===== src/rtl/mine_placer.sv =====
// mine_placer: board-setup stage for the 5x5 minesweeper board RAM.
// On an accepted start it clears every playable cell to CLEAR_CODE and then
// places NUM_MINES mines at distinct pseudo-random cells. Candidates come from
// a 16-bit Fibonacci LFSR.
// Optional feature macro: SAFE_FIRST_CELL_EN adds a safe_cell input. That cell
// is never chosen as a mine, so the first clicked cell is always safe.
module mine_placer #(
  parameter int DATA_WIDTH    = 32,
  parameter int ADDRESS_WIDTH = 10,
  parameter int NUM_CELLS     = 25,
  parameter int CELL_BITS     = 5,
  parameter int NUM_MINES     = 5,
  parameter int MINE_CODE     = 10,
  parameter int CLEAR_CODE    = 0
) (
  input  logic                     clk,
  input  logic                     reset,
  input  logic                     start,
  input  logic [15:0]              seed,
`ifdef SAFE_FIRST_CELL_EN
  input  logic [CELL_BITS-1:0]     safe_cell,
`endif
  input  logic [DATA_WIDTH-1:0]    mem_dataOut,
  output logic                     mem_wEn,
  output logic [ADDRESS_WIDTH-1:0] mem_addr,
  output logic [DATA_WIDTH-1:0]    mem_dataIn,
  output logic                     busy,
  output logic                     done,
  output logic [CELL_BITS:0]       mines
);

  localparam logic [15:0]              LFSR_DEFAULT = 16'hACE1;
  localparam logic [DATA_WIDTH-1:0]    MINE_WORD    = DATA_WIDTH'(MINE_CODE);
  localparam logic [DATA_WIDTH-1:0]    CLEAR_WORD   = DATA_WIDTH'(CLEAR_CODE);
  localparam logic [ADDRESS_WIDTH-1:0] LAST_IDX     = ADDRESS_WIDTH'(NUM_CELLS - 1);
  localparam logic [CELL_BITS:0]       CELLS_LIM    = (CELL_BITS + 1)'(NUM_CELLS);
  localparam logic [CELL_BITS:0]       MINES_TARGET = (CELL_BITS + 1)'(NUM_MINES);

  typedef enum logic [2:0] {
    S_IDLE,
    S_CLEAR,
    S_PICK,
    S_PROBE,
    S_WRITE,
    S_DONE
  } state_t;

  state_t                   state;
  logic [15:0]              lfsr;
  logic [15:0]              lfsr_next;
  logic [15:0]              seed_eff;
  logic [ADDRESS_WIDTH-1:0] idx;
  logic [CELL_BITS-1:0]     cand;
  logic                     cand_in_range;
  logic                     cand_ok;
  logic                     mine_hit;
  logic                     last_mine;

`ifdef SAFE_FIRST_CELL_EN
  logic [CELL_BITS-1:0]     safe_q;
`endif

  // Candidate generation: next LFSR state, low bits as the cell index,
  // eligibility test, and the duplicate-mine check on the RAM read data.
  always_comb begin
    lfsr_next     = {lfsr[14:0], lfsr[15] ^ lfsr[13] ^ lfsr[12] ^ lfsr[10]};
    seed_eff      = (seed == 16'h0000) ? LFSR_DEFAULT : seed;
    cand          = lfsr[CELL_BITS-1:0];
    cand_in_range = ({1'b0, cand} < CELLS_LIM);
`ifdef SAFE_FIRST_CELL_EN
    cand_ok       = cand_in_range && (cand != safe_q);
`else
    cand_ok       = cand_in_range;
`endif
    mine_hit      = (mem_dataOut == MINE_WORD);
    last_mine     = ((mines + 1'b1) == MINES_TARGET);
  end

  // Main controller: clear sweep, then pick/probe/write loop until all mines are placed.
  always_ff @(posedge clk) begin
    if (reset) begin
      state      <= S_IDLE;
      lfsr       <= LFSR_DEFAULT;
      idx        <= '0;
      mem_wEn    <= 1'b0;
      mem_addr   <= '0;
      mem_dataIn <= '0;
      busy       <= 1'b0;
      done       <= 1'b0;
      mines      <= '0;
`ifdef SAFE_FIRST_CELL_EN
      safe_q     <= '0;
`endif
    end else begin
      unique case (state)
        S_IDLE, S_DONE: begin
          mem_wEn <= 1'b0;
          if (start) begin
            lfsr       <= seed_eff;
            mines      <= '0;
            done       <= 1'b0;
            busy       <= 1'b1;
            idx        <= '0;
            mem_wEn    <= 1'b1;
            mem_addr   <= '0;
            mem_dataIn <= CLEAR_WORD;
`ifdef SAFE_FIRST_CELL_EN
            safe_q     <= safe_cell;
`endif
            state      <= S_CLEAR;
          end
        end

        S_CLEAR: begin
          if (idx == LAST_IDX) begin
            mem_wEn <= 1'b0;
            state   <= S_PICK;
          end else begin
            idx      <= idx + 1'b1;
            mem_addr <= idx + 1'b1;
          end
        end

        S_PICK: begin
          mem_wEn <= 1'b0;
          lfsr    <= lfsr_next;
          if (cand_ok) begin
            mem_addr <= ADDRESS_WIDTH'(cand);
            state    <= S_PROBE;
          end
        end

        S_PROBE: begin
          if (mine_hit) begin
            state <= S_PICK;
          end else begin
            mem_wEn    <= 1'b1;
            mem_dataIn <= MINE_WORD;
            state      <= S_WRITE;
          end
        end

        S_WRITE: begin
          mem_wEn <= 1'b0;
          mines   <= mines + 1'b1;
          if (last_mine) begin
            busy  <= 1'b0;
            done  <= 1'b1;
            state <= S_DONE;
          end else begin
            state <= S_PICK;
          end
        end

        default: begin
          mem_wEn <= 1'b0;
          busy    <= 1'b0;
          state   <= S_IDLE;
        end
      endcase
    end
  end

endmodule


===== config.mk =====
export PLATFORM = sky130hd
export DESIGN_NAME = mine_placer
export DESIGN_NICKNAME = d
export VERILOG_FILES = /design/src/rtl/mine_placer.sv
export SDC_FILE = /design/constraint.sdc
export NUM_CORES = 1
export LEC_CHECK = 0
export CORE_MARGIN = 4
export CORE_UTILIZATION = 30
export DETAILED_ROUTE_END_ITERATION = 7
export GPL_TIMING_DRIVEN = 0
export PLACE_DENSITY = 0.62
export SLEW_MARGIN = 30
export SYNTH_ARGS = -nofsm -noshare
export SYNTH_HDL_FRONTEND = slang
export SYNTH_SLANG_ARGS = --single-unit

===== constraint.sdc =====
create_clock -name clk -period 2.3 [get_ports clk]
set_input_delay 0.46 -clock clk [delete_from_list [all_inputs] [get_ports clk]]
set_output_delay 0.46 -clock clk [all_outputs]
set_load 0.03 [all_outputs]

==> impl_results.md, run 1 <==
- Synth warnings: 0
- Synth async-reset ratio: 0%
- Max Freq: 470 MHz
- Core Region: 0.00973 mm2
- Sink Count: 49
- Area leader, netlist: dfxtp_1
- Crit start category: register
- Top-count cell post-synth: dfxtp_1
- Number of synthesized flops with an enable pin: 0
- Rows: 36
- Routed Antenna Nets: 0
- Share of cells above drive strength 1: 13.0%
- I/O pins: 102
- Synth top area share: 33.0%
- Final instance area: 0.00405 mm2
- Initial Utilization: 30.6%
- Post-route minimum period: 2.13 ns
- Dpl hpwl: 6700 um
- WHS: 0.467 ns
- Crit path cell chain: inv_1, ha_1, or3b_1, nor4_1, o21ai_0, a211oi_1
- Synth top cells by count: 49 x dfxtp_1, 33 x nand2_1, 32 x buf_4, 25 x a21oi_1, 23 x nand3_1
- Crit path arrival time: 2.35 ns
- Clock Latency Late Sink: 0.30 ns
- 1st-iter DRT viols: 172
- Routed vias/inst: 4.93
- Proportion of synthesized chip area in sequential cells: 33.0%
- Max_slew headroom: 47.0%
- Max FO, Critical Path: 9
- Vias in the first global route: 2736
- Largest cells by area after synthesis: dfxtp_1 33%, buf_4 8.1%, a21oi_1 4.2%
- Final setup viols: 0
- CTS Buf Count: 5
- CP Capture Type: register
- Finished Layout Cells: 609
- Actual slew at the worst max-slew pin: 0.793 ns
- Pleak: 1.48 nW
- RSZ-0062 raised after global routing: no
- Global routing usage on met2: 23.8%
- I/O Buffers: 71
- Router iterations before antenna repair: 4
- Final Cycle Share: 92.5%
- DP Area: 0.00396 mm2
- CP max-delay cell: nor4_1
- Area Overhead vs Synth: 36.3%
- Yosys reg bits: 49
- Synth cell types: 61
- Maximum capacitance violations: 0
- Fin Clk Skew: 0.00654 ns
- Utilization after layout: 41.6%
- Hold/Removal Path Class: register to register
- Avg Synthesized Cell Area: 8.06 um2
- Antenna diode count: 0
- Pre-CTS WS: -0.450 ns
- Synth Cell Area: 0.00297 mm2
- Area of the die: 0.0116 mm2
- # nets final: 530
- GRT busiest layer: met2
- Status: completed
- DP Cell Count: 602
- Prevailing post-synth register cell: dfxtp_1
- H-tree Lvls: 2
- Post-CTS Hold Fix Bufs: 0
- TritonCTS clock tree: done
- All-Layer GR Usage: 14.3%
- Antenna violations before repair: 0
- Synth Instances: 369
- First-pass GRT wire length: 13500 um
- Postcts setup bufs: 0
- Maximum vdd drop: 263 uV
- Clock transition at the registers of the reported paths: 0.09 ns
- Clk buf depth: 2
- Met3 usage: 2.76%
- Total Routed Length: 8710 um
- Met1 GRT Util: 18.9%
- Die height: 108 um
- Slowest stage delay, CP: 0.53 ns
- Vias post-DR: 3002
- Final GP Congestion: 0.882
- Die Wd: 108 um
- Slew Viols, Final: 0
- Gr ovfl total: 0
- Type of the worst setup path: register to register
- Pwr per Cell Area: 497 mW/mm2
- DR DRC count: 0
- Final Worst Setup Slack: 0.171 ns
- Largest net degree at the start of global routing: 16
- Clk root buf: clkbuf_8
- Final hold vios: 0
- Routed len/inst: 14.3 um
- Crit path required time: 2.53 ns
==> cell families (layout without fill, tap and decap cells) <==
logic type | after synthesis | after routing | synth area share, %
muxes | 3 | 3 | 1.52
other | 1 | 30 | 0.126
buffers and inverters | 67 | 145 | 13.3
xor gates and xnor gates | 7 | 7 | 2.06
AOI/OAI and AO/OA | 102 | 102 | 22.5
and+or+nand+nor | 136 | 136 | 25.9
DFF | 49 | 49 | 33.0
adders and majority gates | 4 | 4 | 1.68
==> metrics by stage <==
stage          setup TNS (ns)  power (mW)
2_1_floorplan               0        1.31
3_3_place_gp            -5.40        1.50
3_5_place_dp            -5.91        1.51
4_1_cts                     0        2.03
5_1_grt                     0        2.11
6_report                    0        2.01
==> power breakdown <==
group          internal (mW)  switching (mW)
Combinational          0.251           0.319
Clock                  0.217           0.297
Sequential             0.896          0.0328
Total                   1.36           0.649
==> sequential cells by signal (all words and copies together) (netlist names) <==
| register | cells |
|---|---|
| mem_wEn | 1 |
| mem_addr | 10 |
| mem_dataIn | 1 |
| done | 1 |
| busy | 1 |
| state | 3 |
| idx | 10 |
| mines | 6 |
| lfsr | 16 |
==> layout make-up <==
class                      instances  area (um2)
clock inverter                     2        13.8
timing repair buffer              71         711
tap                              133         166
clock buffer                       6        72.6
buffer                            55         353
inverter                          11        41.3
fill                            1035        5680
multi-input combinational        282        1710
sequential                        49         981
==> worst paths after layout <==
kind	endpoint	startpoint	slack, ns	cells past startpoint
setup / recovery	done	mines[0]	0.17	6
hold / removal	done	done	0.47	2
setup reg to reg	done	mines[0]	0.17	6
hold reg to reg	done	done	0.47	2
==> cells in the final DEF (no fill, tap or decap), types with 5 or more instances in the layout <==
cell type        count
clkdlybuf4s50_1     71
dfxtp_1             49
nand2_1             33
buf_4               32
conb_1              30
a21oi_1             24
nand3_1             23
o21ai_0             22
clkbuf_1            15
a31oi_1             13
nor4_1              13
nor2_1              12
inv_1               11
nor3_1              11
nor2b_1              7
a211oi_1             7
a221oi_1             7
buf_2                5
nand4_1              5
clkbuf_8             5
==> critical path: cells and delay by family, from the launching register on <==
family	cells	cell delay (ns)
compound gates	2	0.53
fa+ha+maj	1	0.14
buf+inv	1	0.09
flops	1	0.40
simple gates	2	0.91
==> layer usage <==
layer  routed length [um]  vias up
li1                     -     1509
met2                 3900      105
met5                    0        -
met1                 3920     1380
met3                  789        8
met4                  104        0
==> repair_timing <==
item / in CTS / in global routing
pin swaps: 0 / 0
resized for setup: 1 / 3
endpoints found under the setup margin: 8 / 14
Note: power is estimated with default switching activity, not from simulation.
==> run 2, diff against run 1 <==
--- a/config.mk
+++ b/config.mk
@@ -9,7 +9,7 @@
 export CORE_UTILIZATION = 30
 export DETAILED_ROUTE_END_ITERATION = 7
 export GPL_TIMING_DRIVEN = 0
-export PLACE_DENSITY = 0.62
+export PLACE_DENSITY = 0.6
 export SLEW_MARGIN = 30
 export SYNTH_ARGS = -nofsm -noshare
 export SYNTH_HDL_FRONTEND = slang
==> impl_results.md, run 2 (synthesis results as in run 1) <==
- Worst hold path startpoint: lfsr[8]
- Core Region: 0.00973 mm2 (unchanged)
- R2r endpoint: done
- Initial Utilization: 30.6% (unchanged)
- Status: completed
- Final hold vios: 0 (unchanged)
- Die height: 108 um (unchanged)
- Type of the worst setup path: input port to register
- Max FO, Critical Path: 10 (+1)
- CP Capture Type: register
- Router iterations before antenna repair: 4 (unchanged)
- Vias post-DR: 3017 (+0.50%)
- DP Cell Count: 602 (unchanged)
- Post-route minimum period: 2.08 ns (-0.0477 ns)
- Multi-input gate area: 0.00173 mm2 (+0.73%)
- Setup TNS: 0 ns (unchanged)
- CP bufs+invs: 3 (+2)
- Die Wd: 108 um (unchanged)
- Crit path cell chain: clkdlybuf4s50_1, or2_2, a21oi_2, clkbuf_4, clkbuf_4, nand3_1, a31oi_1
- # nets final: 531 (+0.19%)
- Max reg flops: 16 (unchanged)
- Largest net degree at the start of global routing: 15 (-1)
- I/O Buffers: 71 (unchanged)
- Maximum vdd drop: 201 uV (-24%)
- Routed len/inst: 14.4 um (+0.93%)
- TritonCTS clock tree: done
- Sink Count: 49 (unchanged)
- Share of cells above drive strength 1: 13.4% (+0.42 points)
- Routed Antenna Nets: 0 (unchanged)
- Actual slew at the worst max-slew pin: 0.828 ns (+0.0349 ns)
- Postcts setup bufs: 0 (unchanged)
- CTS Buf Count: 5 (unchanged)
- Antenna violations before repair: 0 (unchanged)
- Clk buf depth: 2 (unchanged)
- WHS Endpoint: lfsr[8]
- Final Worst Setup Slack: 0.219 ns (+0.0477 ns)
- Total Routed Length: 8790 um (+0.93%)
- Crit path required time: 2.53 ns (about the same)
- Rows: 36 (unchanged)
- RR Startpoint: state[1]
- Largest delay share family, worst path: buffers and inverters
- Dpl hpwl: 6620 um (-1.2%)
- Pleak: 1.49 nW (+0.31%)
- Final GP Congestion: 0.824 (-6.5%)
- I/O pins: 102 (unchanged)
- Gr ovfl total: 0 (unchanged)
- Largest reg by FF count: lfsr
- First-pass GRT wire length: 14100 um (+4.8%)
- R2r setup slk: 0.23 ns (+0.06 ns)
- Storage cell area: 981 um2 (unchanged)
- Post-CTS Hold Fix Bufs: 0 (unchanged)
- Hold Crit Depth: 2 (unchanged)
- Final Cycle Share: 90.5% (-2.1 points)
- DR DRC count: 0 (unchanged)
- CP max-delay cell: clkdlybuf4s50_1
- Vias in the first global route: 2845 (+4.0%)
- Most frequent cells in the layout: 71 x clkdlybuf4s50_1, 49 x dfxtp_1, 33 x nand2_1
- Final setup viols: 0 (unchanged)
- Maximum capacitance violations: 0 (unchanged)
- Clock Latency Late Sink: 0.31 ns (about the same)
- Area Overhead vs Synth: 36.8%
- Fin Clk Skew: 0.0149 ns (+0.00831 ns)
- Max Freq: 481 MHz (+2.3%)
- Filler Cells Inserted: 1022 (-1.3%)
- Area of the die: 0.0116 mm2 (unchanged)
- CP most frequent cell: clkbuf_4
- Pwr per Cell Area: 494 mW/mm2 (-0.70%)
- Most common cell after layout, fill and taps aside: clkdlybuf4s50_1
- 1st-iter DRT viols: 170 (-1.2%)
- Antenna diode count: 0 (unchanged)
- Slowest stage delay, CP: 0.52 ns (about the same)
- Critical Path Start: start
- Slew Viols, Final: 0 (unchanged)
- Routed vias/inst: 4.95 (+0.50%)
- Post-CTS sizing: 1 (unchanged)
- Clock transition at the registers of the reported paths: 0.09 ns (about the same)
- Final instance area: 0.00407 mm2 (+0.37%)
- Crit start category: input port
- R2r worst-path depth: 5 (-1)
- Pre-CTS WS: -0.382 ns (+0.0682 ns)
- All-Layer GR Usage: 15.0% (+0.71 points)
- H-tree Lvls: 2 (unchanged)
- Max_slew headroom: 44.7% (-2.3 points)
- RSZ-0062 raised after global routing: no
- Hold/Removal Path Class: register to register
- Largest registers: lfsr (16), idx (10), mem_addr (10)
- Finished Layout Cells: 609 (unchanged)
- Clk root buf: clkbuf_8
- Crit path arrival time: 2.31 ns (-0.04 ns)
- DP Area: 0.00396 mm2 (unchanged)
-- run 2: power by group --
group	switching [mW]	leakage (nW)	total (mW)	internal [mW]
clock	0.294	0.0412	0.505	0.212
combinational	0.321	1.05	0.574	0.253
sequential	0.0320	0.400	0.928	0.896
total	0.646	1.49	2.01	1.36
-- run 2: worst max path at each step --
stage,end,slack [ns],cells past startpoint
floorplan,state[1],0.32,6
global placement,lfsr[14],-0.43,7
detailed placement,lfsr[14],-0.38,7
CTS,lfsr[14],0.06,7
global route,done,0.009,5
finish,mem_addr[7],0.22,7
-- run 2: per-stage QoR --
step | hold WS, ns | power [mW] | util (%)
after floorplan | 0.436 | 1.31 | -
after global placement | 0.447 | 1.50 | 40.7
after detailed placement | 0.450 | 1.51 | 40.7
after CTS | 0.464 | 2.01 | 41.5
after global routing | 0.498 | 2.11 | 41.8
final | 0.461 | 2.01 | 41.8
-- run 2: worst min-delay path, delay by kind of cell, from the launching register on --
kind / cells / cell delay, ns
DFF: 1 / 0.32
and+or+nand+nor: 1 / 0.05
AOI/OAI and AO/OA: 1 / 0.05
-- run 2: area by class of cell --
class	instances	share of cell area, %
tap	133	4.09
sequential	49	24.1
multi-input combinational	282	42.4
buffer	56	8.86
clock inverter	1	0.215
timing repair buffer	71	17.5
clock buffer	6	1.78
inverter	11	1.02
-- run 2: per-layer routing --
metal / global-route usage, % / vias to the layer above / share of wire [%]
li1: - / 1508 / -
met1: 20.4 / 1386 / 46
met2: 23.0 / 109 / 45
met3: 4.20 / 14 / 8.2
met4: 4.51 / 0 / 1.5
met5: 0 / - / 0
==> run 3, diff against run 2 <==
--- a/config.mk
+++ b/config.mk
@@ -6,10 +6,10 @@
 export NUM_CORES = 1
 export LEC_CHECK = 0
 export CORE_MARGIN = 4
-export CORE_UTILIZATION = 30
+export CORE_UTILIZATION = 45
 export DETAILED_ROUTE_END_ITERATION = 7
 export GPL_TIMING_DRIVEN = 0
-export PLACE_DENSITY = 0.6
+export PLACE_DENSITY = 0.82
 export SLEW_MARGIN = 30
 export SYNTH_ARGS = -nofsm -noshare
 export SYNTH_HDL_FRONTEND = slang
==> impl_results.md, run 3 (synthesis results as in run 1) <==
- Rows: 29 (-19%)
- Dpl hpwl: 6240 um (-5.7%)
- Max reg flops: 16 (unchanged)
- Router iterations before antenna repair: 5 (+1)
- Total Routed Length: 8200 um (-6.7%)
- Sink Count: 49 (unchanged)
- R2r setup slk: 0.25 ns (+0.02 ns)
- Vias in the first global route: 2927 (+2.9%)
- Clock Latency Late Sink: 0.30 ns (about the same)
- # nets final: 531 (unchanged)
- Worst hold path startpoint: mem_addr[4]
- Pleak: 1.50 nW (+0.59%)
- TritonCTS clock tree: done
- RR Startpoint: state[0]
- R2r worst-path depth: 6 (+1)
- Postcts setup bufs: 0 (unchanged)
- Slew Viols, Final: 0 (unchanged)
- Largest registers: lfsr (16), idx (10), mem_addr (10)
- Vias post-DR: 3087 (+2.3%)
- Crit start category: input port
- Most common cell after layout, fill and taps aside: clkdlybuf4s50_1
- Setup TNS: 0 ns (unchanged)
- I/O Buffers: 71 (unchanged)
- Max FO, Critical Path: 10 (unchanged)
- Hold/Removal Path Class: register to register
- Core Region: 0.00639 mm2 (-34%)
- 1st-iter DRT viols: 235 (+38%)
- All-Layer GR Usage: 20.8% (+5.8 points)
- WHS Endpoint: mem_addr[4]
- Crit path arrival time: 2.38 ns (+0.07 ns)
- Clock transition at the registers of the reported paths: 0.09 ns (about the same)
- Clk buf depth: 2 (unchanged)
- DR DRC count: 0 (unchanged)
- Die height: 89.3 um (-17%)
- Routed Antenna Nets: 0 (unchanged)
- Storage cell area: 981 um2 (unchanged)
- Maximum capacitance violations: 0 (unchanged)
- Largest net degree at the start of global routing: 15 (unchanged)
- WHS: 0.468 ns (+0.00729 ns)
- First-pass GRT wire length: 13100 um (-7.0%)
- Type of the worst setup path: input port to register
- H-tree Lvls: 2 (unchanged)
- Die Wd: 89.3 um (-17%)
- Max Freq: 466 MHz (-3.0%)
- Pwr per Cell Area: 530 mW/mm2 (+7.5%)
- Final setup viols: 0 (unchanged)
- Hold Crit Depth: 2 (unchanged)
- RSZ-0062 raised after global routing: no
- R2r endpoint: mem_addr[1]
- Initial Utilization: 46.6% (+16 points)
- Multi-input gate area: 0.00171 mm2 (-0.94%)
- Post-route minimum period: 2.15 ns (+0.0651 ns)
- Critical Path Start: start
- Area Overhead vs Synth: 34.9%
- Pwr Total: 2.13 mW (+6.0%)
- Most frequent cells in the layout: 71 x clkdlybuf4s50_1, 49 x dfxtp_1, 33 x nand2_1
- Filler Cells Inserted: 559 (-45%)
- Fin Clk Skew: 0.0118 ns (-0.00303 ns)
- Area of the die: 0.00797 mm2 (-31%)
- Final Cycle Share: 93.3% (+2.8 points)
- Final GP Congestion: 0.900 (+9.2%)
- Routed vias/inst: 5.57 (+12%)
- Finished Layout Cells: 554 (-9.0%)
- CP Capture Type: register
- Maximum vdd drop: 303 uV (+51%)
- Largest reg by FF count: lfsr
- Gr ovfl total: 0 (unchanged)
- DP Cell Count: 546 (-9.3%)
- Clk root buf: clkbuf_8
- Antenna violations before repair: 0 (unchanged)
- I/O pins: 102 (unchanged)
- Status: completed
- Antenna diode count: 0 (unchanged)
- Actual slew at the worst max-slew pin: 0.810 ns (-0.0182 ns)
- Crit path required time: 2.53 ns (about the same)
- CTS Buf Count: 5 (unchanged)
- Routed len/inst: 14.8 um (+2.5%)
- Share of cells above drive strength 1: 12.8% (-0.66 points)
- Final hold vios: 0 (unchanged)
- Utilization after layout: 62.8% (+21 points)
- Max_slew headroom: 45.9% (+1.2 points)
run 3: layout make-up:
type	instances	area share [%]
multi-input cells	282	42.6
flip-flops and latches	49	24.5
repair buffers	71	17.7
plain buffers	56	8.89
well taps	77	2.40
clock buffers	7	2.15
inverters	11	1.03
clock inverters	1	0.749
run 3: routing by layer:
metal / up-vias / wire (um) / GRT usage, %
li1: 1512 / - / -
met1: 1407 / 3420 / 26.1
met2: 154 / 3650 / 34.8
met3: 14 / 954 / 4.98
met4: 0 / 174 / 7.44
met5: - / 0 / 0
run 3: worst max-delay path by stage:
stage | endpoint | cells after the start
floorplan | state[1] | 6
global placement | lfsr[7] | 7
detailed placement | lfsr[14] | 7
CTS | lfsr[14] | 7
global route | idx[5] | 6
finish | lfsr[14] | 7
run 3: per-stage QoR:
stage	instance area [um2]	setup WS, ns
after floorplan	3080	0.322
after global placement	3890	-0.268
after detailed placement	3890	-0.318
after CTS	4010	0.129
after global routing	4010	0.00903
final	4010	0.154
run 3: critical path, cell delays in order:
cell and delay (ns):
clkdlybuf4s50_1 0.50, or2_2 0.33, a21oi_1 0.27, clkbuf_4 0.29, buf_2 0.24, a22oi_1 0.10, a21oi_1 0.18
run 3: where the power goes:
part	internal, mW	total [mW]	switching (mW)
sequential	0.896	0.930	0.0338
clock	0.355	0.634	0.280
combinational	0.250	0.564	0.313
run 3: what timing repair did:
item                                    in CTS  in global routing
cloned                                       0                  0
hold buffers                                 0                  0
endpoints found under the setup margin       1                  2
gates resized for setup                      1                  2
